## src/rtl/bcd_tube_feeder.sv

```systemverilog
// bcd_tube_feeder: memory-mapped binary-to-BCD converter that forwards the
// 8-digit packed BCD result (or the raw value when out of range) to a tube
// display driver as a single-cycle bus write.
module bcd_tube_feeder (
    input  logic        clk,
    input  logic        reset,
    input  logic        WE,
    input  logic [3:0]  BE,
    input  logic [31:0] Addr,
    input  logic [31:0] Din,
    output logic [31:0] Dout,
    output logic        tube_WE,
    output logic [31:0] tube_Addr,
    output logic [31:0] tube_Din
);

    localparam int unsigned DW     = 32;
    localparam int unsigned SW     = 2 * DW;
    localparam int unsigned DIGITS = 8;
    localparam int unsigned CW     = 6;
    localparam int unsigned AW_HI  = 29;

    localparam logic [CW-1:0]    LAST_SHIFT = CW'(31);
    localparam logic [DW-1:0]    MAX_BCD    = DW'(99_999_999);
    localparam logic [DW-1:0]    TUBE_ADDR  = 32'h0000_7f38;
    localparam logic [AW_HI-1:0] WIN_BASE   = AW_HI'(32'h0000_7f40 >> 3);

    typedef enum logic [1:0] {
        IDLE  = 2'd0,
        CONV  = 2'd1,
        WRITE = 2'd2
    } state_e;

    state_e          state_q;
    logic [DW-1:0]   value_q;
    logic [SW-1:0]   shift_q;
    logic [SW-1:0]   shift_d;
    logic [CW-1:0]   cnt_q;
    logic            done_q;
    logic            ovr_q;
    logic            range_q;
    logic            armed_q;

    logic            in_win_c;
    logic            busy_c;
    logic            value_wr_c;
    logic            status_wr_c;
    logic            addr_lsb_unused;

    assign in_win_c        = (Addr[31:3] == WIN_BASE);
    assign busy_c          = (state_q != IDLE);
    assign value_wr_c      = armed_q & WE & in_win_c & ~Addr[2] & (BE == 4'hF);
    assign status_wr_c     = armed_q & WE & in_win_c &  Addr[2] & BE[0];
    assign addr_lsb_unused = ^Addr[1:0];

    // One double-dabble step: add 3 to every digit >= 5, then shift left.
    always_comb begin
        logic [SW-1:0] adj;
        adj = shift_q;
        for (int unsigned i = 0; i < DIGITS; i++) begin
            if (adj[DW + 4*i +: 4] >= 4'd5) begin
                adj[DW + 4*i +: 4] = adj[DW + 4*i +: 4] + 4'd3;
            end
        end
        shift_d = {adj[SW-2:0], 1'b0};
    end

    // Combinational register read-back.
    always_comb begin
        Dout = '0;
        if (in_win_c) begin
            if (Addr[2]) begin
                Dout = {28'd0, range_q, ovr_q, done_q, busy_c};
            end else begin
                Dout = value_q;
            end
        end
    end

    // Conversion FSM, sticky status flags and registered tube bus outputs.
    always_ff @(posedge clk or negedge reset) begin
        if (!reset) begin
            state_q   <= IDLE;
            value_q   <= '0;
            shift_q   <= '0;
            cnt_q     <= '0;
            done_q    <= 1'b0;
            ovr_q     <= 1'b0;
            range_q   <= 1'b0;
            armed_q   <= 1'b0;
            tube_WE   <= 1'b0;
            tube_Addr <= '0;
            tube_Din  <= '0;
        end else begin
            // Bus writes are ignored on the first edge after reset release.
            armed_q   <= 1'b1;
            tube_WE   <= 1'b0;
            tube_Addr <= '0;
            tube_Din  <= '0;

            if (value_wr_c && busy_c) begin
                ovr_q <= 1'b1;
            end else if (status_wr_c && Din[2]) begin
                ovr_q <= 1'b0;
            end

            // Completion setting done beats a simultaneous software clear.
            if (state_q == WRITE) begin
                done_q <= 1'b1;
            end else if (status_wr_c && Din[1]) begin
                done_q <= 1'b0;
            end

            case (state_q)
                IDLE: begin
                    if (value_wr_c) begin
                        value_q <= Din;
                        cnt_q   <= '0;
                        if (Din > MAX_BCD) begin
                            range_q   <= 1'b1;
                            state_q   <= WRITE;
                            tube_WE   <= 1'b1;
                            tube_Addr <= TUBE_ADDR;
                            tube_Din  <= Din;
                        end else begin
                            range_q <= 1'b0;
                            shift_q <= {DW'(0), Din};
                            state_q <= CONV;
                        end
                    end
                end
                CONV: begin
                    shift_q <= shift_d;
                    cnt_q   <= cnt_q + CW'(1);
                    if (cnt_q == LAST_SHIFT) begin
                        state_q   <= WRITE;
                        tube_WE   <= 1'b1;
                        tube_Addr <= TUBE_ADDR;
                        tube_Din  <= range_q ? value_q : shift_d[SW-1:DW];
                    end
                end
                WRITE: begin
                    state_q <= IDLE;
                end
                default: begin
                    state_q <= IDLE;
                end
            endcase
        end
    end

endmodule

```

## config.mk

```make
export PLATFORM = sky130hd
export DESIGN_NAME = bcd_tube_feeder
export DESIGN_NICKNAME = d
export VERILOG_FILES = /design/src/rtl/bcd_tube_feeder.sv
export SDC_FILE = /design/constraint.sdc
export NUM_CORES = 1
export LEC_CHECK = 0
export CORE_ASPECT_RATIO = 0.5
export CORE_MARGIN = 5
export CORE_UTILIZATION = 46
export DETAILED_ROUTE_END_ITERATION = 8
export PLACE_DENSITY = 0.77
export SYNTH_ARGS = -nofsm -noshare
export SYNTH_HDL_FRONTEND = slang
export SYNTH_SLANG_ARGS = --single-unit
```

## constraint.sdc

```tcl
create_clock -name clk -period 2.1 [get_ports clk]
set_clock_uncertainty 0.1 [all_clocks]
set_input_delay 0.21 -clock clk [delete_from_list [all_inputs] [get_ports clk]]
set_output_delay 0.21 -clock clk [all_outputs]
set_load 0.02 [all_outputs]
```

==> impl_summary.md <==
Power and ir drop
For this design the static power due to leakage is 4.89 nW. The maximum vdd drop is 560 µV. For this design the ratio of total power to cell area is 609 mW/mm².

Status
The run finished, with violations left. The final reports fail on negative setup slack.

Floorplan
In this run the vertical extent of the chip is around 100 µm. The initialized floorplan defines 33 standard-cell rows. The I/O pin total is 168.

The core box area is 0.0164 mm². The total die area is 0.0195 mm². The die is 192 µm wide.

Once the floorplan was initialized, standard cells occupied 46.8% of the core.

Critical path
The highest net fanout along the worst path is 17. Data on the critical path is required at its endpoint by 2.35 ns. The critical path goes through dlygate4sd2_1 > and4b_1 > nand4_4 > buf_6 > or3_4 > buf_6 > nor3_4 > buf_12 > clkbuf_16 > a22o_1. The critical path buffer and inverter count is 5. The cell occurring most often along the worst timing path is sky130_fd_sc_hd__buf_6. The worst-path cell with the longest stage delay is sky130_fd_sc_hd__or3_4. The family with the most delay on the worst path is simple AND/OR/NAND/NOR gates. The start-to-end type of the worst setup path is input port to flop.

The kind of launch point of the worst setup path is an input port. The data arrival time of the critical path is between 2 and 2.5 ns. The longest individual stage delay on the worst path is between 0.4 and 0.5 ns. The worst setup path is captured at a flop.

Routing
The post-detailed-route DRC marker count is 0. The number of design-rule violations left by the first detailed-router iteration is 754. The total number of vias is 6,750. Before antenna repair, the detailed router went through 5 iterations. In this run the remaining antenna-violating nets after routing total 0. Dividing the detail-routed wire length by the instance count gives about 21 µm. The routed design has 24,000 µm of wire. The average via count per standard cell is ~5.9.

Logic synthesis
In this run, synthesis inferred 0 flip-flops with an integrated enable. Sequential cells were found to cover 46.1% of the synthesized design area. The register bit count reported by yosys is 141. The cell count after synthesis came out at 726. Summing the areas of all and, or, nand and nor instances in the mapped netlist gives 15.8% of the synthesized area. For this run, asynchronously set or reset flops after synthesis account for 100%.

The fraction of the mapped netlist area in compound gates is 18.6%. The total standard cell area after synthesis is roughly 0.0077 mm². After synthesis, the largest family of logic cells by area is compound AO/OA/AOI/OAI gates.

The mux share of post-synthesis cell area is a little over 8%. The post-synthesis cell type count is 52. Of the total synthesized cell area, the portion taken by XOR and XNOR cells is 1.03%. For this run, the leading register cell type out of synthesis is sky130_fd_sc_hd__dfrtp_1.

The arithmetic-cell share of the synthesized area counting full adders, half adders and majority gates is ~2.8%. In this run the mean area of a mapped cell was 10.5 µm². For this run, the number of Yosys warnings is 0.

Worst hold path
The classification of the worst-slack hold path is input port to flop.

GRT
Global routing used a little under a quarter of the available tracks across all layers. The first global-routing pass estimated approximately 36,000 µm of wire. The via count of the first global-routing pass is 6,605. Entering global routing, the biggest net connects 50 pins. For this run the aggregate overflow at the end of global routing stands at 0.

The number of antenna violations at the first check in global routing is 0.

CTS
The CTS clock-pin slew for the worst setup and hold paths is 0.06 ns. TritonCTS built the clock tree. TritonCTS created 17 clock buffers. The H-tree generated during clock tree synthesis spans 4 levels. The root buffer selected by CTS is sky130_fd_sc_hd__clkbuf_16. The maximum clock insertion buffer count is 2. Clock latency on the worst-skew pair, taken at its later pin, is 0.42 ns. The number of clock sinks seen by CTS is 141.

Layout
The leading cell type in the layout, fill and taps excluded is sky130_fd_sc_hd__dfrtp_1. The library cells used most frequently in the layout, excluding fill and tap cells, are sky130_fd_sc_hd__dfrtp_1 (140), sky130_fd_sc_hd__clkdlybuf4s50_1 (77), sky130_fd_sc_hd__buf_4 (69). The proportion of layout cells with a drive suffix above 1 is 24.9%. 0 antenna diodes ended up in the layout. The area overhead of the layout relative to synthesis is 39.3%. The final non-filler cell total is around 1,200. At the end of the flow, the number of nets in the layout was 1,001.

STA
After routing, the total negative slack on setup checks comes to -0.00112 ns. The max-slew violation total from the final report is 0. Once routing completed, OpenROAD measured the worst setup slack at -0.00112 ns.

Dividing the final minimum period by the clock period gives 100%. After layout, the minimum clock period comes to 2.10 ns. The final number of setup-violating endpoints is 1. The number of failing hold endpoints at the final stage is 0.

Static timing analysis puts the maximum clock frequency at 476 MHz.

Placed design
The count of input and output buffers is between 100 and 150. The placed cell count is ~1,100. The HPWL after detailed placement is roughly 16,000 µm. At the end of routability-driven placement, the weighted congestion stood at 0.866.

Flow run
The number of violations of the max-capacitance limit is 0.
==> area by class of cell <==
type	instances	area [µm²]
Inverter	25	93.8
Multi-Input combinational cell	497	3820
Clock buffer	18	429
Clock inverter	14	231
Timing Repair Buffer	231	2270
Fill cell	1186	5690
Sequential cell	141	3530
Tap cell	227	284
==> metal layers <==
metal | vias up | GRT usage [%] | wire length (µm)
met2 | 323 | 37.6 | 11200
li1 | 2999 | - | -
met1 | 3381 | 33.0 | 10200
met5 | - | 0 | 0
met3 | 47 | 5.51 | 2020
met4 | 0 | 6.24 | 517
==> state kept, by name, indices dropped and copies added, names as in the netlist <==
register / count
shift_q: 64
tube_Din: 32
value_q: 32
cnt_q: 6
state_q: 2
armed_q: 1
done_q: 1
ovr_q: 1
range_q: 1
tube_Addr: 1
==> where the power goes <==
| part | internal [mW] | switching (mW) | total (mW) |
|---|---|---|---|
| clock | 2.14 | 1.28 | 3.43 |
| combinational | 0.152 | 0.194 | 0.346 |
| sequential | 2.72 | 0.000169 | 2.72 |
| total | 5.01 | 1.48 | 6.49 |
==> worst register-to-register path: stages (launching register included) <==
cell,delay [ns]
sky130_fd_sc_hd__dfrtp_1,0.31
sky130_fd_sc_hd__and3_1,0.17
sky130_fd_sc_hd__nand4_1,0.11
sky130_fd_sc_hd__or3_4,0.40
sky130_fd_sc_hd__buf_6,0.18
sky130_fd_sc_hd__nor3_4,0.24
sky130_fd_sc_hd__buf_12,0.16
sky130_fd_sc_hd__clkbuf_16,0.19
sky130_fd_sc_hd__a22o_1,0.16
==> kinds of logic (layout without fill, tap and decap cells) <==
kind of cell | Yosys count | count (layout)
fa+ha+maj | 17 | 17
simple gates | 196 | 196
xor+xnor | 9 | 9
other cells | 2 | 23
flops | 141 | 141
mux | 49 | 49
compound gates | 203 | 203
buf+inv | 109 | 288
==> through the flow <==
stage                     setup slack [ns]  power, mW  util (%)  hold WS (ns)  area, µm²
after global placement              -0.614       3.11      59.0        0.0443       9650
after floorplan                    -0.0639       2.86         -        -0.186       7780
final                             -0.00112       6.49      65.2         0.106      10700
after CTS                         -0.00882       6.47      63.9         0.176      10500
after global routing               -0.0196       6.65      65.2         0.110      10700
after detailed placement            -0.608       3.12      59.0        0.0531       9650
==> synthesized netlist by cell type (2+ instances only) <==
library cell | instances | area share, %
sky130_fd_sc_hd__nor3_1 | 7 | 0.46
sky130_fd_sc_hd__nor4_2 | 3 | 0.49
sky130_fd_sc_hd__a22o_1 | 40 | 4.6
sky130_fd_sc_hd__mux2_2 | 4 | 0.59
sky130_fd_sc_hd__nand4_2 | 2 | 0.33
sky130_fd_sc_hd__clkbuf_1 | 35 | 1.7
sky130_fd_sc_hd__nor2_1 | 36 | 1.8
sky130_fd_sc_hd__a41o_1 | 2 | 0.26
sky130_fd_sc_hd__nand4b_1 | 27 | 3.1
sky130_fd_sc_hd__o21ai_0 | 36 | 2.4
sky130_fd_sc_hd__nand3_1 | 3 | 0.20
sky130_fd_sc_hd__buf_2 | 7 | 0.46
sky130_fd_sc_hd__nor4b_1 | 8 | 0.92
sky130_fd_sc_hd__and2_1 | 28 | 2.3
sky130_fd_sc_hd__mux2_4 | 25 | 4.9
sky130_fd_sc_hd__a211o_1 | 9 | 1.0
sky130_fd_sc_hd__nand2_1 | 30 | 1.5
sky130_fd_sc_hd__and3_1 | 10 | 0.82
sky130_fd_sc_hd__buf_6 | 5 | 0.74
sky130_fd_sc_hd__o2bb2ai_1 | 23 | 2.6
sky130_fd_sc_hd__o31ai_1 | 26 | 2.6
sky130_fd_sc_hd__conb_1 | 2 | 0.098
sky130_fd_sc_hd__a31oi_1 | 27 | 2.2
sky130_fd_sc_hd__o311ai_0 | 2 | 0.23
sky130_fd_sc_hd__nor4_1 | 2 | 0.16
sky130_fd_sc_hd__mux2i_1 | 20 | 2.6
sky130_fd_sc_hd__ha_1 | 17 | 2.8
sky130_fd_sc_hd__xnor2_1 | 9 | 1.0
sky130_fd_sc_hd__nand4_1 | 2 | 0.16
sky130_fd_sc_hd__buf_1 | 5 | 0.25
sky130_fd_sc_hd__and4b_1 | 2 | 0.26
sky130_fd_sc_hd__or3_1 | 6 | 0.49
sky130_fd_sc_hd__nand2b_1 | 8 | 0.65
sky130_fd_sc_hd__nand3b_1 | 2 | 0.20
sky130_fd_sc_hd__inv_1 | 24 | 1.2
sky130_fd_sc_hd__buf_4 | 32 | 3.1
sky130_fd_sc_hd__dfrtp_1 | 141 | 46
sky130_fd_sc_hd__nor3b_1 | 15 | 1.5
sky130_fd_sc_hd__a21oi_1 | 31 | 2.0
==> worst paths after layout <==
check	startpoint	to	slack, ns	depth (start not counted)
setup / recovery	Addr[15]	tube_Din[1]	-0.001	10
min in group asynchronous	reset	value_q[26]	0.17	2
max in group asynchronous	reset	value_q[21]	1.09	3
hold reg to reg	shift_q[61]	shift_q[61]	0.39	1
hold / removal	Din[25]	tube_Din[25]	0.11	3
setup reg to reg	armed_q	tube_Din[1]	0.02	8
==> repair_timing <==
| action | CTS | global route |
|---|---|---|
| setup endpoints to repair | 139 | 98 |
| setup buffers | 7 | 6 |
| hold endpoints to repair | 67 | 0 |
| gates resized for setup | 217 | 51 |
| gates cloned | 2 | 4 |
| pin swaps | 7 | 21 |
| hold buffers | 1 | 0 |
(Power assumes the default switching activity.)
==> variant 1 (same flow settings) <==
Set the localparam `CW` to 7 (it was 6).
--- a/src/rtl/bcd_tube_feeder.sv
+++ b/src/rtl/bcd_tube_feeder.sv
@@ -18,5 +18,5 @@
     localparam int unsigned SW     = 2 * DW;
     localparam int unsigned DIGITS = 8;
-    localparam int unsigned CW     = 6;
+    localparam int unsigned CW     = 7;
     localparam int unsigned AW_HI  = 29;
 
Formal check against the unedited RTL: no difference found for any inputs over 4 cycles, from zero or initial values and one cycle with reset low; that may be too few to reach the edited logic, so the function may still have changed.
==> variant 1 against the unedited design <==
Sequential cell count increased by 1. Non-clock buffer count shrank 22. Core utilization down 2.5 points. Cell area down 4.9%. Total power is 3.9% lower. Synthesized cell count is 6.9% higher. Setup slack improved by 64 ps. Routed wire length shrank 7.4%. Synthesized area decreased by 2.1%. Critical path type unchanged. Largest power group unchanged.
==> variant 1: results (changes against the unedited design) <==
| Metric | Value |
|---|---|
| Placed cell areas | 0.00935 mm2 (-3.1%) |
| Count of plain and timing-repair buffers | 209 (-9.5%) |
| First-pass GRT wire length | 35000 um (-3.1%) |
| Fill cells | 1288 (+8.6%) |
| Initial DRC count | 768 (+1.9%) |
| Clock network share of area | 6.11% (-0.091 points) |
| Hold Crit Class | input port to asynchronous set/reset pin |
| WP data arrival | 2210 ps (-140 ps) |
| CP max FO | 28 (+11) |
| Top cells by area, synth | dfrtp_1, mux2_2, o21ai_0, a22o_1, nand2_1 |
| Routed met3 length | 1530 um (-24%) |
| Met2 Usage GRT | 38.3% (+0.75 points) |
| Placed insts | 1139 (+3.3%) |
| Routability cong. | 0.851 (-1.7%) |
| Syn_area_per_cell | 9.65 um2 (-8.4%) |
| Seq/Total Area, Yosys | 47.4% (+1.3 points) |
| Via density | 5.79 (-1.1%) |
| # resized after CTS | 212 (-2.3%) |
| Gr usage total | 22.9% (-0.72 points) |
| Delay-heaviest family, CP | compound AO/OA/AOI/OAI gates |
| Seq cells post-synth | 142 (+0.71%) |
| Power Combinational | 0.321 mW (-7.2%) |
| Outcome | complete, no violations |
| Fraction of area in multi-input gates | 35.5% (-0.34 points) |
| Met3 usage | 4.66% (-0.85 points) |
| Largest net degree at the start of global routing | 123 (+150%) |
| Number of global-route vias before repair | 6834 (+3.5%) |
| Met2 wire length | 10900 um (-3.1%) |
| Leak | 4.57 nW (-6.6%) |
| Final Util | 62.7% (-2.5 points) |
| Layout cells sized above 1 | 23.0% (-1.9 points) |
| Hpwl dp | 14900 um (-4.4%) |
| Nonclk inv count | 19 (-24%) |
[variant 1: kinds of logic (layout without fill, tap and decap cells)]
logic type	Yosys count	count (layout)	synth area share, %
simple gates	239	239	16.8
compound gates	221	221	18.3
flops	142	142	47.4
buf+inv	106	260	7.48
mux	40	40	5.96
fa+ha+maj	17	17	2.84
xor+xnor	9	9	1.05
other cells	2	23	0.100
[variant 1: path summary, 6_finish.rpt]
check | from | endpoint | slack (ps) | cells past startpoint
setup / recovery | Din[11] | shift_q[6] | 60 | 7
hold / removal | reset | tube_Din[30] | 160 | 2
setup reg to reg | armed_q | shift_q[6] | 130 | 6
hold reg to reg | shift_q[30] | shift_q[31] | 390 | 2
max in group asynchronous | reset | shift_q[32] | 1130 | 3
min in group clk | Din[10] | value_q[10] | 160 | 3
[variant 1: worst register-to-register path, cell delays in order, from the launching register on]
cell and delay [ps]:
dfrtp_1 320, and3_1 180, nand4_1 180, or4_1 440, buf_4 240, o21ai_0 240, a31oi_1 120
==> variant 2 (same settings) <==
Made on the original files. Make the reset (`reset`) synchronous in one clocked block.
--- a/src/rtl/bcd_tube_feeder.sv
+++ b/src/rtl/bcd_tube_feeder.sv
@@ -79,5 +79,5 @@
 
     // Conversion FSM, sticky status flags and registered tube bus outputs.
-    always_ff @(posedge clk or negedge reset) begin
+    always_ff @(posedge clk) begin
         if (!reset) begin
             state_q   <= IDLE;
Check against the original RTL: differs if reset is asserted again (counterexample within 4 cycles, from zero or initial values and one cycle with reset low); with reset held inactive, the same outputs for 4 cycles.
==> variant 2 against the unedited design <==
The run still ends with negative setup slack left. Total power shrank 3.2%. Clock power shrank 5%. Register-to-register slack gained 100 ps. Largest cell class unchanged. Via count grew 2.1%. Synthesized area shrank 9.5%. Sequential cell count is the same. Routed wire length shrank 6.5%. Setup slack lost 150 ps. Cell area shrank 8.8%.
==> variant 2: results (changes against the unedited design) <==
| Metric | Value |
|---|---|
| Delay-heaviest family, CP | buffers and inverters |
| Nonclk inv count | 19 (-24%) |
| Clock network share of area | 6.54% (+0.34 points) |
| Complex-gate fraction of the synthesized area | 20.7% (+2.1 points) |
| Count of plain and timing-repair buffers | 222 (-3.9%) |
| 1st-pass router iterations | 6 (+1) |
| Gr usage total | 24.5% (+0.92 points) |
| Worst-case reg-to-reg path depth | 9 (+1) |
| Outcome | finished, violations left |
| Initial DRC count | 593 (-21%) |
| Leak | 3.92 nW (-20%) |
| Top cells by area, synth | dfxtp_1, nand2_1, buf_4, o211a_1, a21boi_0 |
| Failing checks | negative setup slack |
| Reg2Reg Capture Point | tube_Din[9] |
| Final setup violation count | 28 (+27) |
| Critical Path Start | Addr[20] |
| First-pass GRT wire length | 35500 um (-1.5%) |
| Final non-clock buffer share | 22.8% (+1.5 points) |
| Vias | 6894 (+2.1%) |
| Nets | 1120 (+12%) |
| Worst R2R Start | shift_q[41] |
| Fill cells | 1143 (-3.6%) |
| Crit path capture | Dout[28] |
| Pre-CTS worst setup slack | -852 ps (-244 ps) |
| Hold Buf Count CTS | 0 (-1) |
| Seq/Total Area, Yosys | 40.8% (-5.4 points) |
| Wirelength per Cell | 18.0 um (-13%) |
| Placed cell areas | 0.00881 mm2 (-8.7%) |
| WHS Endpoint | armed_q |
| WP data arrival | 1940 ps (-410 ps) |
| Fin worst setup slack | -150 ps (-149 ps) |
| Hpwl dp | 14700 um (-5.6%) |
| Via density | 5.55 (-5.3%) |
-- variant 2: changes by cell type after synthesis, sizes merged, moves of 29 or more --
| cell | before | now |
|---|---|---|
| o22ai | 1 | 37 |
| a21boi | 0 | 33 |
| nand3 | 3 | 32 |
| dfxtp | 0 | 141 |
| a22o | 40 | 0 |
| nand2 | 30 | 199 |
| dfrtp | 141 | 0 |
-- variant 2: per-layer routing --
layer,vias up,routed length [um]
met5,-,0
met4,0,593
li1,3256,-
met3,54,1910
met1,3265,9140
met2,319,10800
-- variant 2: what timing repair did --
action / in CTS / in global routing
pin swaps: 9 / 3
hold endpoints to repair: 0 / 0
resized for setup: 238 / 14
endpoints found under the setup margin: 133 / 44
buffers inserted: 7 / 0
cloned: 3 / 1
-- variant 2: report_power, final --
part	total (mW)	switching (mW)	internal [mW]
sequential	2.68	0.000472	2.68
clock	3.27	1.19	2.08
combinational	0.337	0.171	0.166
